$ cat config.mk
export PLATFORM = sky130hd
export DESIGN_NAME = serial_frame_rx
export DESIGN_NICKNAME = d
export VERILOG_FILES = /design/src/rtl/serial_frame_pkg.sv /design/src/rtl/rx_bit_timer.sv /design/src/rtl/serial_frame_rx.sv
export SDC_FILE = /design/constraint.sdc
export NUM_CORES = 1
export LEC_CHECK = 0
export ABC_AREA = 1
export ABC_CLOCK_PERIOD_IN_PS = 2100
export BUFFER_PORTS_ARGS = -buffer_cell sky130_fd_sc_hd__buf_2
export CORE_MARGIN = 2
export CORE_UTILIZATION = 28
export DETAILED_ROUTE_END_ITERATION = 8
export PLACE_DENSITY = 0.45
export SYNTH_ARGS = -nofsm -noshare
export SYNTH_HDL_FRONTEND = slang
export SYNTH_SLANG_ARGS = --single-unit
$ cat constraint.sdc
create_clock -name clk -period 2.1 [get_ports clk]
set_clock_uncertainty 0.15 [all_clocks]
set_input_delay 0 -clock clk [delete_from_list [all_inputs] [get_ports clk]]
set_output_delay 0 -clock clk [all_outputs]
set_load 0.05 [all_outputs]
$ cat src/rtl/serial_frame_pkg.sv
// rtl/serial_frame_pkg.sv - shared types and constants for the 11-bit serial frame link
package serial_frame_pkg;

   typedef enum logic [2:0] {
      IDLE,
      START,
      DATA,
      PARITY,
      STOP,
      WAIT_HI
   } rx_state_t;

   localparam logic START_BIT  = 1'b0;
   localparam logic STOP_BIT   = 1'b1;
   localparam logic IDLE_LEVEL = 1'b1;
   localparam logic PARITY_ODD = 1'b1;

   // Total wire bits per frame: start + payload + parity + stop.
   function automatic int frame_bits(input int data_bits);
      return data_bits + 3;
   endfunction

endpackage

$ cat src/rtl/rx_bit_timer.sv
// rtl/rx_bit_timer.sv - per-bit clock counter with half/full period ticks
module rx_bit_timer #(
   parameter int CLKS_PER_BIT = 16
) (
   input  logic clk,
   input  logic reset,
   input  logic clear,
   output logic half_tick,
   output logic full_tick
);

   localparam int CW = $clog2(CLKS_PER_BIT);

   logic [CW-1:0] cnt;

   // Holds at the terminal count instead of wrapping; only clear restarts it.
   always_ff @(posedge clk or negedge reset) begin
      if (!reset) begin
         cnt <= '0;
      end else if (clear) begin
         cnt <= '0;
      end else if (!full_tick) begin
         cnt <= cnt + 1'b1;
      end
   end

   assign half_tick = (cnt == CW'(CLKS_PER_BIT/2 - 1));
   assign full_tick = (cnt == CW'(CLKS_PER_BIT - 1));

endmodule

$ cat src/rtl/serial_frame_rx.sv
// rtl/serial_frame_rx.sv - serial frame receiver: start detect, MSB-first payload, odd parity, stop
module serial_frame_rx
   import serial_frame_pkg::*;
#(
   parameter int DATA_BITS    = 8,
   parameter int CLKS_PER_BIT = 16
) (
   input  logic                 clk,
   input  logic                 reset,
   input  logic                 sin,
   output logic [DATA_BITS-1:0] data,
   output logic                 valid,
   output logic                 parity_err,
   output logic                 frame_err,
   output logic                 busy
);

   localparam int BW = $clog2(DATA_BITS + 1);

   rx_state_t state, next_state;

   logic                 sync_meta, sync_sin;
   logic                 timer_clear, half_tick, full_tick;
   logic                 start_ok, data_shift, parity_take, stop_good, stop_bad;
   logic [DATA_BITS-1:0] shreg;
   logic [BW-1:0]        bit_cnt;
   logic                 par_acc;

   always_ff @(posedge clk or negedge reset) begin
      if (!reset) begin
         sync_meta <= IDLE_LEVEL;
         sync_sin  <= IDLE_LEVEL;
      end else begin
         sync_meta <= sin;
         sync_sin  <= sync_meta;
      end
   end

   rx_bit_timer #(
      .CLKS_PER_BIT(CLKS_PER_BIT)
   ) u_timer (
      .clk       (clk),
      .reset     (reset),
      .clear     (timer_clear),
      .half_tick (half_tick),
      .full_tick (full_tick)
   );

   always_ff @(posedge clk or negedge reset) begin
      if (!reset) begin
         state <= IDLE;
      end else begin
         state <= next_state;
      end
   end

   always_comb begin
      next_state = state;
      case (state)
         IDLE:    if (sync_sin == START_BIT) next_state = START;
         START:   if (half_tick) next_state = (sync_sin == START_BIT) ? DATA : IDLE;
         DATA:    if (full_tick && bit_cnt == BW'(DATA_BITS - 1)) next_state = PARITY;
         PARITY:  if (full_tick) next_state = STOP;
         // Leaving STOP mid-bit lets a start bit right after the stop bit be caught.
         STOP:    if (full_tick) next_state = (sync_sin == STOP_BIT) ? IDLE : WAIT_HI;
         WAIT_HI: if (sync_sin == IDLE_LEVEL) next_state = IDLE;
         default: next_state = IDLE;
      endcase
   end

   always_comb begin
      busy        = (state != IDLE);
      timer_clear = 1'b0;
      start_ok    = 1'b0;
      data_shift  = 1'b0;
      parity_take = 1'b0;
      stop_good   = 1'b0;
      stop_bad    = 1'b0;
      case (state)
         IDLE:    timer_clear = 1'b1;
         START:   if (half_tick) begin
                     timer_clear = 1'b1;
                     start_ok    = (sync_sin == START_BIT);
                  end
         DATA:    if (full_tick) begin
                     timer_clear = 1'b1;
                     data_shift  = 1'b1;
                  end
         PARITY:  if (full_tick) begin
                     timer_clear = 1'b1;
                     parity_take = 1'b1;
                  end
         STOP:    if (full_tick) begin
                     timer_clear = 1'b1;
                     stop_good   = (sync_sin == STOP_BIT);
                     stop_bad    = (sync_sin != STOP_BIT);
                  end
         WAIT_HI: timer_clear = 1'b1;
         default: timer_clear = 1'b1;
      endcase
   end

   always_ff @(posedge clk or negedge reset) begin
      if (!reset) begin
         shreg      <= '0;
         bit_cnt    <= '0;
         par_acc    <= 1'b0;
         data       <= '0;
         valid      <= 1'b0;
         parity_err <= 1'b0;
         frame_err  <= 1'b0;
      end else begin
         valid      <= stop_good;
         parity_err <= stop_good && (par_acc != PARITY_ODD);
         frame_err  <= stop_bad;
         if (start_ok) begin
            bit_cnt <= '0;
            par_acc <= 1'b0;
         end
         if (data_shift) begin
            shreg   <= {shreg[DATA_BITS-2:0], sync_sin};
            bit_cnt <= bit_cnt + 1'b1;
            par_acc <= par_acc ^ sync_sin;
         end
         if (parity_take) begin
            par_acc <= par_acc ^ sync_sin;
         end
         // A bad-parity frame still updates data; only a bad stop bit leaves it alone.
         if (stop_good) begin
            data <= shreg;
         end
      end
   end

endmodule

==> metrics.yaml, run 1 <==
rsz0062_at_grt: "no"
worstPathRequired_ns: 2.15
dr.pass1.iters: 4
grt_pass1_vias: 1054
final_area_sq_mm: 0.001739
ant_nets: 0
vias: 1051
ys_types: 28
nNetsFinal: 183
hold-worst-slack_ns: 0.1661
post_cts_resize_count: 0
yosys.cell_count.top_type: "nand2_1"
grt_pass1_wl_mm: 4.740
place_hpwl_mm: 1.876
power.density_mw_per_mm2: 968.7
die_x_um: 77.59
via_per_inst: 4.221
reg2reg_from: "u_timer.cnt[0]"
r2r_slack_ns: 0.35
finalHoldViolCount: 0
port_buffers: 14
grt.total_usage_pct: 10.24
endpoint_kind: "flop"
dieArea_sq_mm: 0.006020
slew_headroom_pct: 49.47
cts.sinks: 33
rows: 26
netlist_top_cells_count: "41 x nand2_1, 31 x dfrtp_1, 15 x inv_1, 11 x nand3_1, 8 x o21ai_1"
fp.coreArea_sq_mm: 0.005172
crit_fanout: 20
place_area_sq_mm: 0.001633
setup_viol: 0
max_freq_mhz: 572.2
yosys_register_bits: 33
synth-edff-count: 0
min_period_over_period_pct: 83.22
async_flop_share_pct: 100.0
synthFlopType: "dfrtp_1"
synthTopCellsByArea: "dfrtp_1 51%, nand2_1 10%, o21ai_2 4.0%, inv_1 3.7%, nand3_1 3.6%"
hold_class: "in -> async"
fin_util_pct: 33.62
drt_iter0_drc: 80
drc: 0
syn_inst: 159
cts_tree: "built"
grt_start_max_net_pins: 34
num_antenna_cells: 0
rr_worst_depth: 6
num_io_pins: 15
drive_gt1_share_pct: 26.82
finalSetupTns_ns: 0
synth_warnings: 0
die_h_um: 77.59
status: "finished, final reports clean"
fill_cells: 555
insertion_delay_ns: 0.28
worstSetupPathType: "reg -> reg"
drt_wl_total_mm: 2.696
syn_nets: 164
initial_utilization_pct: 29.32
maxCapViolCount: 0
reg2reg_to: "bit_cnt[3]"
antenna_found_initial: 0
synthesis.area_sq_mm: 0.001516
wl_per_cell_um: 10.83
clk_transition_reported_paths_ns: 0.07
cts_made_buffers: 5
seq_area_frac_synth_pct: 54.62
fin_crit_ns: 1.748
multi_input_area_sq_um: 573.1
startpoint_type: "flop"
htreeDepth: 2
cts_buffer_depth: 2
syn_to_final_growth_pct: 14.69
drv_slew: 0
p_leak_nw: 0.8495
seq_area_sq_um: 828.3
cts_root_buf: "clkbuf_8"
synth_largest_area_cell: "dfrtp_1"
peakVddDrop_uv: 259.5
tightestPinTransition_ns: 0.7579
synth.avg_cell_area_sq_um: 9.537
final_cells: 249
overflow: 0
crit_arrival_ns: 1.80
gp_congestion: 0.7565
place_inst: 239
synth_top_area_share_pct: 51.16
[through the flow]
stage	setup slack, ns	power, mW
final	0.3525	1.685
after detailed placement	0.3557	1.227
after global placement	0.4199	1.217
after global routing	0.2075	1.804
after CTS	0.3317	1.711
after floorplan	0.4844	1.136
[metal layers]
layer / part of all wire (%) / track usage [%]
met5: 0 / 0
met4: 2.7 / 6.429
met3: 3.3 / 3.488
met2: 45 / 15.60
met1: 49 / 12.34
[sequential cells by signal, summed over array words and instances, names as in the netlist, 3 cells and up]
signal / cells
data: 8
shreg: 8
bit_cnt: 4
u_timer.cnt: 4
state: 3
[cell type report]
type                    instances  share of cell area, %
well taps                      70                  5.036
inverters                      18                  4.245
clock buffers                   5                  3.957
multi-input cells             104                  32.95
flip-flops and latches         33                  47.63
clock inverters                 3                  1.007
repair buffers                 16                  5.180
[critical path, cell delays in order, from the launching register on]
cell,delay (ns)
dfrtp_1,0.41
ha_1,0.26
nand3_4,0.16
clkinv_2,0.10
nand2_2,0.30
nand2_1,0.14
o22ai_1,0.13
[power breakdown]
group	internal (mW)	switching [mW]
sequential	0.692	0.0776
clock	0.229	0.239
combinational	0.149	0.298
[repair_timing]
item                      4_1_cts  5_1_grt
buffers inserted                0        0
hold endpoints to repair       32        0
hold buffers                    2        0
[worst max-delay path by stage]
stage	start	to	slack (ns)	depth (start not counted)
4_1_cts	u_timer.cnt[0]	bit_cnt[3]	0.33	6
3_5_place_dp	u_timer.cnt[0]	bit_cnt[0]	0.36	7
2_1_floorplan	state[0]	state[2]	0.48	8
3_3_place_gp	u_timer.cnt[0]	bit_cnt[0]	0.42	7
6_report	u_timer.cnt[0]	bit_cnt[3]	0.35	6
5_1_grt	u_timer.cnt[0]	bit_cnt[3]	0.21	6
[logic make-up (layout without fill, tap and decap cells)]
family | count (synthesis) | count (layout) | synth area share (%)
buf+inv | 22 | 42 | 7.590
fa+ha+maj | 2 | 2 | 1.650
compound gates | 28 | 28 | 12.62
flops | 33 | 33 | 54.62
simple gates | 71 | 71 | 21.78
xor+xnor | 3 | 3 | 1.733
[layout by cell type, fill, tap and decap left out, types with 2 or more instances in the layout]
master and n:
inv_1 15, ha_1 2, xnor2_1 2, o21ai_2 7, dlygate4sd3_1 2, a21oi_2 2, o21ai_1 8, nand3_1 11
nand2_1 41, dfrtp_1 31, dfstp_2 2, clkbuf_8 5, buf_2 14, o21ai_0 2, a21oi_1 4, clkinv_2 3
nand2_2 3, o22ai_1 3, nor2_2 5, nor2_1 7
Note: power is estimated with default switching activity, not from simulation.
==> inputs of run 2 (changes only) <==
Settings changed: ABC_CLOCK_PERIOD_IN_PS 2100 to 1600, PLACE_DENSITY 0.45 to 0.46.
Clock period 2.1 ns to 1.6 ns, I/O delays scaled along.
==> run 2 against run 1 <==
Register-to-register slack worse by 0.26 ns. Worst hold slack worse by 0.0085 ns. Critical path depth is 1 higher. Via count is 1.6% higher. Non-clock buffer count is 4 higher. Highest routed layer unchanged. Routed wire length is 6.4% lower. Sequential power is 30% higher. Combinational power is 45% higher. Cell count is 1.6% higher.
==> metrics.yaml, run 2 (synthesis results as in run 1) <==
crit_chain: "ha_4, nand3_4, clkinv_2, nand2_2, buf_12, nand2_1, o21ai_1"
wl_per_cell_um: 9.976  # -7.9%
use_met2_pct: 13.36  # -2.2 points
timing.final.ws_setup_ns: 0.09639  # -0.2561 ns
slew_headroom_pct: 51.78  # +2.3 points
finalHoldViolCount: 0  # unchanged
post-place-ws_ns: 0.01928  # -0.3364 ns
p_leak_nw: 0.8840  # +4.1%
fin_crit_ns: 1.504  # -0.2439 ns
ant_nets: 0  # unchanged
overflow: 0  # unchanged
via_per_inst: 4.221  # about the same
power.density_mw_per_mm2: 1330  # +37%
fp.coreArea_sq_mm: 0.005172  # unchanged
cts.sinks: 33  # unchanged
vias: 1068  # +1.6%
worstSetupPathType: "reg -> reg"
crit_fanout: 14  # -30%
seq_area_sq_um: 828.3  # unchanged
num_io_pins: 15  # unchanged
mostFrequentLayoutCells: "40 x nand2_1, 31 x dfrtp_1, 15 x inv_1"
setup_viol: 0  # unchanged
final_area_sq_mm: 0.001831  # +5.3%
fin_util_pct: 35.39  # +1.8 points
finalSetupTns_ns: 0  # unchanged
hold_class: "in -> async"
die_h_um: 77.59  # unchanged
initial_utilization_pct: 29.32  # unchanged
startpoint_type: "flop"
nNetsFinal: 187  # +2.2%
drt_wl_total_mm: 2.524  # -6.4%
clk_transition_reported_paths_ns: 0.07  # about the same
cts_buffer_depth: 2  # unchanged
fill_cells: 537  # -3.2%
grt_pass1_vias: 994  # -5.7%
crit_arrival_ns: 1.56  # -0.24 ns
endpoint_kind: "flop"
reg2reg_from: "u_timer.cnt[0]"
die_x_um: 77.59  # unchanged
cts_tree: "built"
insertion_delay_ns: 0.28  # about the same
worstPathRequired_ns: 1.66  # -0.49 ns
drv_slew: 0  # unchanged
maxCapViolCount: 0  # unchanged
rr_worst_depth: 7  # +1
place_hpwl_mm: 1.843  # -1.8%
dr.pass1.iters: 4  # unchanged
cp-endpoint: "shreg[3]"
grt_busiest_layer: "met1"
rows: 26  # unchanged
min_period_over_period_pct: 93.98  # +11 points
r2r_slack_ns: 0.1  # -0.26 ns
tightestPinTransition_ns: 0.7233  # -0.03466 ns
drc: 0  # unchanged
grt_start_max_net_pins: 34  # unchanged
antenna_found_initial: 0  # unchanged
reg.largest.list: "data x8, shreg x8"
place_area_sq_mm: 0.001670  # +2.3%
num_antenna_cells: 0  # unchanged
cp_slowest_cell: "dfrtp_1"
peakVddDrop_uv: 476.8  # +84%
grt_use_met1_pct: 13.41  # +1.1 points
grt.total_usage_pct: 9.736  # -0.50 points
gp_congestion: 0.8306  # +9.8%
max_freq_mhz: 665.1  # +16%
grt_pass1_wl_mm: 4.567  # -3.6%
multi_input_area_sq_um: 593.1  # +3.5%
status: "finished, final reports clean"
startpoint: "u_timer.cnt[0]"
drt_iter0_drc: 95  # +19%
htreeDepth: 2  # unchanged
syn_to_final_growth_pct: 20.71
drive_gt1_share_pct: 29.51  # +2.7 points
port_buffers: 14  # unchanged
cts_made_buffers: 5  # unchanged
cts_root_buf: "clkbuf_8"
cpPeakStageDelay_ns: 0.43  # +0.02 ns
grt_util_met3_pct: 3.488  # unchanged
dieArea_sq_mm: 0.006020  # unchanged
layout_commonest_cell: "nand2_1"
reg2reg_to: "shreg[3]"
-- run 2: how the worst min path moves through the flow --
| stage | depth (start not counted) | endpoint | start |
|---|---|---|---|
| floorplan | 0 | bit_cnt[0] | reset |
| global placement | 1 | data[4] | reset |
| detailed placement | 1 | data[3] | reset |
| CTS | 2 | bit_cnt[2] | reset |
| global route | 2 | sync_meta | sin |
| finish | 2 | data[3] | reset |
-- run 2: through the flow --
stage	hold WS [ns]	power [mW]	cells
finish	0.1576	2.434	253
CTS	0.1857	2.433	252
detailed placement	-0.04895	1.627	242
global placement	-0.04693	1.622	242
global route	0.2012	2.602	253
floorplan	-0.4456	1.499	159
-- run 2: routing by layer --
metal  share of wire [%]  up-vias
met1                  50      491
met2                  45       18
met5                   0        -
li1                    -      555
met4                 1.7        0
met3                 3.6        4
-- run 2: where the power goes --
group | switching, mW | leakage (nW) | internal [mW] | total [mW]
logic | 0.410 | 0.382 | 0.238 | 0.647
registers | 0.0949 | 0.448 | 0.909 | 1.00
clock network | 0.317 | 0.0543 | 0.466 | 0.783
-- run 2: worst max-delay path, delay by kind of cell, from the launching register on --
| kind | cells | cell delay (ns) |
|---|---|---|
| and+or+nand+nor | 3 | 0.34 |
| adders and majority gates | 1 | 0.19 |
| DFF | 1 | 0.43 |
| AOI/OAI and AO/OA | 1 | 0.07 |
| buffers and inverters | 2 | 0.26 |
-- run 2: timing repair --
item,4_1_cts,5_1_grt
resized for setup,0,3
setup buffers,0,1
hold buffers,2,0
setup endpoints to repair,0,20
endpoints found under the hold margin,32,0
-- run 2: cell type report --
type / count / area share [%]
inverters: 18 / 4.033
multi-input cells: 104 / 32.40
repair buffers: 20 / 7.245
well taps: 70 / 4.785
clock inverters: 3 / 2.529
flip-flops and latches: 33 / 45.25
clock buffers: 5 / 3.759
==> inputs of run 3 (changes only) <==
Settings changed: CORE_UTILIZATION 28 to 40, PLACE_DENSITY 0.46 to 0.61.
==> run 3 against run 2 <==
Sequential power about the same. Clock-buffer cell count up 2. First-iteration DRC count down 28%. Power up 0.11%. Critical endpoint is now state[0].
==> metrics.yaml, run 3 (synthesis results as in run 1) <==
fin_total_pwr_mw: 2.437  # +0.11%
layout_commonest_cell: "nand2_1"
syn_to_final_growth_pct: 20.13
dieArea_sq_mm: 0.004299  # -29%
clk_transition_reported_paths_ns: 0.07  # about the same
slew_headroom_pct: 52.47  # +0.69 points
crit_arrival_ns: 1.48  # -0.08 ns
drt_wl_total_mm: 2.436  # -3.5%
endpoint_kind: "flop"
setup_viol: 0  # unchanged
peakVddDrop_uv: 483.1  # +1.3%
cts_buffer_depth: 2  # unchanged
startpoint: "u_timer.cnt[1]"
cts_made_buffers: 5  # unchanged
drc: 0  # unchanged
hold_class: "in -> async"
fill_cells: 328  # -39%
cts.sinks: 33  # unchanged
grt_pass1_vias: 1052  # +5.8%
min_period_over_period_pct: 91.38  # -2.6 points
worstPathRequired_ns: 1.62  # -0.04 ns
dr.pass1.iters: 4  # unchanged
htreeDepth: 2  # unchanged
post-place-ws_ns: 0.01576  # -0.003519 ns
hold-worst-slack_ns: 0.1589  # +0.001258 ns
worstSetupPathType: "reg -> reg"
grt_pass1_wl_mm: 4.519  # -1.1%
mostFrequentLayoutCells: "38 x nand2_1, 31 x dfrtp_1, 15 x inv_1"
nNetsFinal: 188  # +0.53%
finalHoldViolCount: 0  # unchanged
max_freq_mhz: 683.9  # +2.8%
port_buffers: 14  # unchanged
die_x_um: 65.57  # -15%
wl_per_cell_um: 10.50  # +5.2%
overflow: 0  # unchanged
gp_congestion: 0.7560  # -9.0%
ant_nets: 0  # unchanged
tightestPinTransition_ns: 0.7129  # -0.01035 ns
insertion_delay_ns: 0.28  # about the same
grt.total_usage_pct: 14.11  # +4.4 points
reg2reg_from: "u_timer.cnt[1]"
power.density_mw_per_mm2: 1338  # +0.59%
crit_fanout: 4  # -10
via_per_inst: 4.625  # +9.6%
place_hpwl_mm: 1.771  # -3.9%
maxCapViolCount: 0  # unchanged
num_antenna_cells: 0  # unchanged
drv_slew: 0  # unchanged
initial_utilization_pct: 41.42  # +12 points
num_io_pins: 15  # unchanged
fin_crit_ns: 1.462  # -0.04151 ns
antenna_found_initial: 0  # unchanged
cts_tree: "built"
die_h_um: 65.57  # -15%
vias: 1073  # +0.47%
drt_iter0_drc: 68  # -28%
p_leak_nw: 0.9055  # +2.4%
grt_start_max_net_pins: 34  # unchanged
reg.largest.list: "data x8, shreg x8"
status: "finished, final reports clean"
fp.coreArea_sq_mm: 0.003661  # -29%
startpoint_type: "flop"
rows: 22  # -15%
cts_root_buf: "clkbuf_8"
drive_gt1_share_pct: 30.43  # +0.93 points
timing.final.ws_setup_ns: 0.1379  # +0.04151 ns
run 3: timing repair:
item                                    in CTS  in global routing
endpoints found under the setup margin       0                 21
hold buffers                                 2                  0
setup buffers                                0                  2
gates resized for setup                      0                  6
endpoints found under the hold margin       32                  0
run 3: worst paths after layout:
path                             to  slack, ns  cells after the start
min                         data[3]       0.16                      2
max reg2reg                state[0]       0.14                      8
max                        state[0]       0.14                      8
min reg2reg                sync_sin       0.21                      0
min in group clk           sync_sin       0.21                      0
max in group asynchronous  state[0]       0.68                      2
run 3: through the flow:
step / instances / setup TNS, ns / cell area [sq um] / utilization [%]
3_3_place_gp: 220 / 0 / 1643 / 44.87
2_1_floorplan: 159 / 0 / 1519 / -
6_report: 232 / 0 / 1822 / 49.76
5_1_grt: 232 / -0.02962 / 1822 / 49.76
4_1_cts: 230 / 0 / 1779 / 48.60
3_5_place_dp: 220 / 0 / 1643 / 44.87
run 3: critical path, stage by stage, from the launching register on:
cell and delay [ns]:
dfrtp_1 0.41, ha_4 0.18, nand2_2 0.07, nor2_4 0.14, nor2_2 0.07, a21oi_4 0.16
nand2_2 0.07, nand2_1 0.06, nand2_1 0.05
run 3: area by class of cell:
| type | instances | area [sq um] | share of cell area, % |
|---|---|---|---|
| inverters | 18 | 73.82 | 4.052 |
| clock inverters | 1 | 30.03 | 1.648 |
| clock buffers | 7 | 86.33 | 4.739 |
| well taps | 48 | 60.06 | 3.297 |
| multi-input cells | 104 | 603.1 | 33.10 |
| repair buffers | 21 | 140.1 | 7.692 |
| flip-flops and latches | 33 | 828.3 | 45.47 |
run 3: where the power goes:
group,total (mW),internal [mW],leakage (nW),switching [mW]
registers,1.02,0.909,0.448,0.107
logic,0.626,0.227,0.399,0.399
clock network,0.794,0.507,0.0585,0.287
run 3: metal layers:
layer  global-route usage, %  up-vias  part of all wire (%)
met5                       0        -                     0
li1                        -      555                     -
met4                   7.813        0                   2.0
met2                   22.32       12                    48
met1                   17.23      501                    47
met3                   4.110        5                   3.2
